### src/rtl/twiddle_scheduler.sv
// Twiddle scheduler for one radix-2 DIF FFT frame: counts stage/sample, issues twiddle ROM
// reads and multiplies lower-leg samples by W^k. Define TWIDDLE_CONJ_EN for the inverse port.
module twiddle_scheduler #(
   parameter int WIDTH = 16,
   parameter int LOG2N = 6,
   localparam int SW   = (LOG2N > 1) ? $clog2(LOG2N) : 1
) (
   input  logic                    clock,
   input  logic                    reset_n,
   input  logic                    start,
`ifdef TWIDDLE_CONJ_EN
   input  logic                    inverse,
`endif
   input  logic                    in_valid,
   output logic                    in_ready,
   input  logic signed [WIDTH-1:0] in_real,
   input  logic signed [WIDTH-1:0] in_imag,
   output logic [LOG2N-2:0]        tw_addr,
   output logic                    tw_en,
   input  logic signed [WIDTH-1:0] tw_real,
   input  logic signed [WIDTH-1:0] tw_imag,
   output logic                    out_valid,
   input  logic                    out_ready,
   output logic signed [WIDTH-1:0] out_real,
   output logic signed [WIDTH-1:0] out_imag,
   output logic [SW-1:0]           stage,
   output logic                    busy,
   output logic                    done
);

   localparam int N = 1 << LOG2N;

   typedef enum logic [1:0] {IDLE, RUN, DRAIN} state_t;

   state_t                  r_state;
   logic [LOG2N-1:0]        r_n;
   logic                    r_inv;
   logic                    r_s1Valid;
   logic                    r_s1Bypass;
   logic signed [WIDTH-1:0] r_s1Real;
   logic signed [WIDTH-1:0] r_s1Imag;

   logic                      w_advance;
   logic                      w_accept;
   logic                      w_drained;
   logic [LOG2N-1:0]          w_half;
   logic                      w_lower;
   logic [LOG2N-2:0]          w_k;
   logic signed [WIDTH-1:0]   w_twImag;
   logic signed [2*WIDTH-1:0] w_pRR;
   logic signed [2*WIDTH-1:0] w_pII;
   logic signed [2*WIDTH-1:0] w_pRI;
   logic signed [2*WIDTH-1:0] w_pIR;
   logic signed [WIDTH-1:0]   w_mulRe;
   logic signed [WIDTH-1:0]   w_mulIm;

   // The whole pipeline moves together whenever the output register can hand off.
   assign w_advance = !out_valid || out_ready;
   assign in_ready  = (r_state == RUN) && w_advance;
   assign w_accept  = in_valid && in_ready;
   assign w_drained = !r_s1Valid && w_advance;

   assign w_half  = LOG2N'(N >> (int'(stage) + 1));
   assign w_lower = |(r_n & w_half);
   assign w_k     = (LOG2N-1)'((r_n & (w_half - 1'b1)) << stage);
   assign tw_addr = (w_accept && w_lower) ? w_k : '0;
   assign tw_en   = w_accept;

`ifdef TWIDDLE_CONJ_EN
   // Negating the most negative code would overflow, so it clips to the largest positive.
   assign w_twImag = !r_inv ? tw_imag :
                     (tw_imag == {1'b1, {(WIDTH-1){1'b0}}}) ? {1'b0, {(WIDTH-1){1'b1}}} :
                     -tw_imag;
`else
   assign w_twImag = tw_imag;
`endif

   assign w_pRR   = (2*WIDTH)'(r_s1Real) * (2*WIDTH)'(tw_real);
   assign w_pII   = (2*WIDTH)'(r_s1Imag) * (2*WIDTH)'(w_twImag);
   assign w_pRI   = (2*WIDTH)'(r_s1Real) * (2*WIDTH)'(w_twImag);
   assign w_pIR   = (2*WIDTH)'(r_s1Imag) * (2*WIDTH)'(tw_real);
   assign w_mulRe = WIDTH'(w_pRR >>> (WIDTH-1)) - WIDTH'(w_pII >>> (WIDTH-1));
   assign w_mulIm = WIDTH'(w_pRI >>> (WIDTH-1)) + WIDTH'(w_pIR >>> (WIDTH-1));

   // Frame sequencing: stage/sample counters and the busy/done flags.
   always_ff @(posedge clock or negedge reset_n) begin
      if (!reset_n) begin
         r_state <= IDLE;
         r_n     <= '0;
         r_inv   <= 1'b0;
         stage   <= '0;
         busy    <= 1'b0;
         done    <= 1'b0;
      end else begin
         done <= 1'b0;
         unique case (r_state)
            IDLE: begin
               if (start) begin
                  r_state <= RUN;
                  busy    <= 1'b1;
                  r_n     <= '0;
                  stage   <= '0;
`ifdef TWIDDLE_CONJ_EN
                  r_inv   <= inverse;
`else
                  r_inv   <= 1'b0;
`endif
               end
            end
            RUN: begin
               if (w_accept) begin
                  if (r_n == LOG2N'(N-1)) begin
                     r_n <= '0;
                     if (stage == SW'(LOG2N-1)) begin
                        stage   <= '0;
                        r_state <= DRAIN;
                     end else begin
                        stage <= stage + 1'b1;
                     end
                  end else begin
                     r_n <= r_n + 1'b1;
                  end
               end
            end
            DRAIN: begin
               if (w_drained) begin
                  r_state <= IDLE;
                  busy    <= 1'b0;
                  done    <= 1'b1;
               end
            end
            default: r_state <= IDLE;
         endcase
      end
   end

   // S1 holds the sample while the ROM answers; S2 is the output register.
   always_ff @(posedge clock or negedge reset_n) begin
      if (!reset_n) begin
         r_s1Valid  <= 1'b0;
         r_s1Bypass <= 1'b0;
         r_s1Real   <= '0;
         r_s1Imag   <= '0;
         out_valid  <= 1'b0;
         out_real   <= '0;
         out_imag   <= '0;
      end else if (w_advance) begin
         r_s1Valid <= w_accept;
         if (w_accept) begin
            r_s1Real   <= in_real;
            r_s1Imag   <= in_imag;
            r_s1Bypass <= !w_lower;
         end
         out_valid <= r_s1Valid;
         if (r_s1Valid) begin
            out_real <= r_s1Bypass ? r_s1Real : w_mulRe;
            out_imag <= r_s1Bypass ? r_s1Imag : w_mulIm;
         end
      end
   end

endmodule

### config.mk
export PLATFORM = sky130hd
export DESIGN_NAME = twiddle_scheduler
export DESIGN_NICKNAME = d
export VERILOG_FILES = /design/src/rtl/twiddle_scheduler.sv
export SDC_FILE = /design/constraint.sdc
export NUM_CORES = 2
export LEC_CHECK = 0
export BUFFER_PORTS_ARGS = -buffer_cell sky130_fd_sc_hd__buf_2
export CORE_MARGIN = 8
export CORE_UTILIZATION = 44
export CTS_CLUSTER_DIAMETER = 100
export DETAILED_ROUTE_END_ITERATION = 8
export PLACE_DENSITY = 0.58
export REMOVE_ABC_BUFFERS = 1
export SKIP_CTS_REPAIR_TIMING = 1
export SLEW_MARGIN = 20
export SYNTH_ARGS = -nofsm -noshare
export SYNTH_HDL_FRONTEND = slang
export SYNTH_SLANG_ARGS = --single-unit
### constraint.sdc
create_clock -name clock -period 10.6 [get_ports clock]
set_input_delay 0.53 -clock clock [delete_from_list [all_inputs] [get_ports clock]]
set_output_delay 0.53 -clock clock [all_outputs]
set_load 0.005 [all_outputs]
# After elaboration in Yosys (flattened, before gate mapping)
# Index checks and enable logic that the tools add are counted.
[word_totals]
reg_bits = 80
in_bits = 69
out_inout_bits = 45
elab_cells = 76
[classes]
n_addsub = 6
mul = 4
n_eq_ne = 9
shifts = 2
n_mux = 23
bitwise = 2
reduce_logical = 18
[ops]
columns = ["op", "n"]
rows = [
  ["$mul 16x16->31", 4],
  ["$mux 16", 2],
  ["$mux 6", 3],
  ["$add 16x16->16", 1],
  ["$sub 16x16->16", 1],
  ["$and 6x6->6", 2],
  ["$mux 3", 4],
  ["$pmux 6 s2", 1],
  ["$mux 2", 5],
  ["$shr 7x4->6 const A", 1],
  ["$add 6x1->6 const B", 1],
  ["$eq 6x6->1 const B", 1],
  ["$ne 2x2->1 const B", 3],
  ["$pmux 2 s3", 1],
  ["$pmux 3 s2", 1],
  ["$reduce_and 3->1", 2],
  ["$reduce_or 6->1", 1],
  ["$shl 6x3->5", 1],
  ["$sub 6x1->6 const B", 1],
  ["$mux 5", 1],
  ["$reduce_and 5->1", 1],
  ["$add 3x1->4 const B", 1],
  ["$logic_and 1x1->1", 4],
  ["$mux 1", 4],
  ["other kinds (12)", 17],
]

# Longest topological paths before layout
[depth]
ltp_word = 6
ltp_mapped = 36
ltp_nobuf = 35

# Worst setup path after synthesis
# Ideal clock, no wire load.
[synth_path]
kind = "input port to flip-flop"
from = "input tw_real[1]"
to = "register out_real[15]"
setup_time_ns = 0.101
arrival_time_ns = 8.066
setup_slack_ns = 2.433
cell_stages = 32
n_path_buf = 2
path_cell_list = "clkbuf_1 -> clkbuf_1 -> nand2_1 -> fa_1 -> fa_1 -> fa_1 -> fa_1 -> inv_1 -> fa_1 -> inv_1 -> fa_1 -> inv_1 -> ha_1 -> a2111oi_4 -> o211ai_2 -> o22ai_4 -> nor2_1 -> o21a_1 -> o21a_1 -> nor2_1 -> xnor2_1 -> ha_1 -> o21ai_0 -> a21oi_1 -> o41ai_2 -> a21oi_1 -> a211o_1 -> a21o_1 -> a21oi_2 -> xnor2_1 -> xnor3_1 -> o311ai_2"
[synth_via]
elab_chain_cells = 3
[synth_lines]
columns = ["element", "line", "rtl"]
rows = [
  ["from (decl)", "20", "input logic signed [WIDTH-1:0] tw_real,"],
  ["$mul 16x16->31", "78", "assign w_pRR = (2*WIDTH)'(r_s1Real) * (2*WIDTH)'(tw_real);"],
  ["$sub 16x16->16", "82", "assign w_mulRe = WIDTH'(w_pRR >>> (WIDTH-1)) - WIDTH'(w_pII >>> (WIDTH-1));"],
  ["$mux 16", "156", "out_real <= r_s1Bypass ? r_s1Real : w_mulRe;"],
  ["to (signal assigned)", "156", ""],
  ["to (decl)", "24", "output logic signed [WIDTH-1:0] out_real,"],
]
# No other way between the ends.
# A chain may end at the register's enable or synchronous reset.

# Final worst setup path
[layout_path]
from = "register r_s1Real[6]"
to = "register out_imag[15]"
[layout_via]
elab_chain_cells = 3
[layout_lines]
columns = ["element", "line", "rtl"]
rows = [
  ["from (decl)", "40", "logic signed [WIDTH-1:0] r_s1Real;"],
  ["from (signal assigned)", "150", "r_s1Real <= in_real;"],
  ["$mul 16x16->31", "80", "assign w_pRI = (2*WIDTH)'(r_s1Real) * (2*WIDTH)'(w_twImag);"],
  ["$add 16x16->16", "83", "assign w_mulIm = WIDTH'(w_pRI >>> (WIDTH-1)) + WIDTH'(w_pIR >>> (WIDTH-1));"],
  ["$mux 16", "157", "out_imag <= r_s1Bypass ? r_s1Imag : w_mulIm;"],
  ["to (signal assigned)", "157", ""],
  ["to (decl)", "25", "output logic signed [WIDTH-1:0] out_imag,"],
]
# No other way between the ends.

==> impl_metrics.csv <==
group,metric,value,unit
run_status,status,"complete, no violations",
clocking,cts_buffers,9,
detailed_routing,avgViaCountPerCell,4.96,
floorplanning,io_pins,114,
placed_design,dp_hpwl,86100,um
critical_path,worst-path-buf-inv,5,
critical_path,crit_slowest_cell,"dfrtp_1",
sta,rsz0062_at_grt,"no",
sta,period_share,88.1,%
grt,grt_start_max_net_pins,62,
critical_path,cp_max_fo,12,
cells_and_area,layout_commonest_cell,"inv_1",
cells_and_area,drive_gt1_share,5.76,%
floorplanning,fp.dieW,324,um
cells_and_area,utilization,46.4,%
grt,grt_antenna_before_repair,5,
floorplanning,core,94400,um2
clocking,clk_pin_slew_worst_paths,0.10,ns
synthesis,seq_area_frac_synth,4.81,%
sta,tns,0,ns
cells_and_area,stdcell_area,43800,um2
sta,max_freq,107,MHz
synthesis,ys.flop_type,"dfrtp_1",
clocking,cts_root_buf,"clkbuf_16",
clocking,cts_tree,"yes",
detailed_routing,drtAntennaViolNets,0,
synthesis,syn-cell-area,41700,um2
grt,grt_pass1_wl,178000,um
cells_and_area,fill_cells,9458,
detailed_routing,routedWlPerCell,18.5,um
grt,grt_pass1_vias,31719,
synthesis,synth_cell_types,79,
run,max-cap-violations,0,
sta,worst_clock_skew,0.0307,ns
clocking,insertion_delay,0.42,ns
clocking,clock_path_buffers,2,
synthesis,ys_ff_latch,80,
detailed_routing,drc_errors,0,
grt,track_usage,21.8,%
clocking,htree_levels,3,
cells_and_area,area.growth.synth_to_final,5.23,%
hold_path,hp-class,"in2async",
clocking,clock_sinks,80,
grt,grt.overflow.total,0,
placed_design,place_area,43500,um2
placed_design,gp_congestion,0.863,
critical_path,max_stage_delay,0.90,ns
cells_and_area,multiInputGateArea,34400,um2
sta,layout_min_cycle_time,9.34,ns
critical_path,required,10.91,ns
sta,hold_ws,0.0243,ns
synthesis,synth_enable_flop_cells,0,
critical_path,cp_top_family,"adder cells",
synthesis,async_flop_share,100,%
detailed_routing,first_pass_iters,6,
floorplanning,die_h,324,um
sta,hold_viol,0,
detailed_routing,drtIter0Drc,1428,
synthesis,synth.avg_cell_area,9.17,um2
floorplanning,num_rows,113,
synthesis,yosysWarnings,0,
detailed_routing,vias,28766,
placed_design,port_buffers,113,
sta,slew_viol_final,0,
floorplanning,die_area,105000,um2
cells_and_area,layout_common_cells,"inv_1 (1173), fa_1 (1022), nand2_1 (552), and2_1 (465), ha_1 (341)",
sta,tightest_slew,1.08,ns
critical_path,start_kind,"flip-flop",
floorplanning,start_util,44.1,%
critical_path,critPathCaptureType,"flip-flop",
sta,relSlewSlack,28.1,%
sta,setup_viol,0,
critical_path,crit_type,"reg2reg",
cells_and_area,nNetsFinal,5958,
critical_path,critPathArrivalTime,9.65,ns
synthesis,syn-instance-count,4544,
critical_path,cpMostUsedCell,"fa_1",
detailed_routing,wirelength,108000,um
cells_and_area,regArea,2000,um2
[cells in the mapped netlist, drive strengths merged, types with 33 or more instances]
cell    count  area, um2
o21ai      67        350
fa       1022      20500
clkbuf    211        842
ha        341       4270
xor2       34        298
xnor2      97        876
inv      1174       4410
and2      466       2920
a21oi      83        430
dfrtp      80       2000
mux2       33        372
nor2      134        503
nand2     553       2080
[metal layers]
layer / share of wire (%) / vias up / wire length [um] / track usage [%]
met4: 3.3 / 2 / 3580 / 6.32
met2: 45 / 603 / 48800 / 34.3
li1: - / 13127 / - / -
met5: 0.010 / - / 11 / 0
met1: 46 / 14926 / 49500 / 31.2
met3: 5.3 / 108 / 5650 / 3.45
[worst paths after layout]
kind | from | to | slack, ns | depth (start not counted)
setup / recovery | r_s1Real[6] | out_imag[15] | 1.26 | 35
hold / removal | reset_n | stage[0] | 0.02 | 1
setup reg to reg | r_s1Real[6] | out_imag[15] | 1.26 | 35
hold reg to reg | out_real[0] | out_real[0] | 0.48 | 2
max in group asynchronous | reset_n | out_imag[1] | 9.34 | 2
min in group clock | in_real[4] | r_s1Real[4] | 0.34 | 2
[registers in the layout, indices dropped and copies added, names as in the netlist]
signal and cells:
r_s1Imag 16, r_s1Real 16, r_n 6, done 1
r_s1Bypass 1, busy 1, r_s1Valid 1, r_state 2
out_real 16, out_imag 16, out_valid 1, stage 3
[through the flow]
step	setup WS [ns]	std cells
6_report	1.26	5801
5_1_grt	0.766	5796
4_1_cts	1.27	5796
3_5_place_dp	1.27	5780
3_3_place_gp	1.31	5780
2_1_floorplan	2.50	4330
[area by class of cell]
cell class	instances	area share, %
clock inverters	7	0.223
repair buffers	185	2.53
clock buffers	9	0.514
flip-flops and latches	80	4.57
diodes	5	0.0285
inverters	1175	10.1
multi-input cells	3075	78.5
well taps	1265	3.61
[kinds of logic after synthesis]
family / count (synthesis) / share of synthesized area, %
AOI/OAI and AO/OA: 267 / 4.36
xor gates and xnor gates: 132 / 2.87
adders and majority gates: 1363 / 59.4
buffers and inverters: 1389 / 12.6
DFF: 80 / 4.81
muxes: 37 / 0.988
and+or+nand+nor: 1276 / 15.0
Power is not shown: default switching activity piles up to over one toggle a cycle in this logic, so the estimate is an artifact.
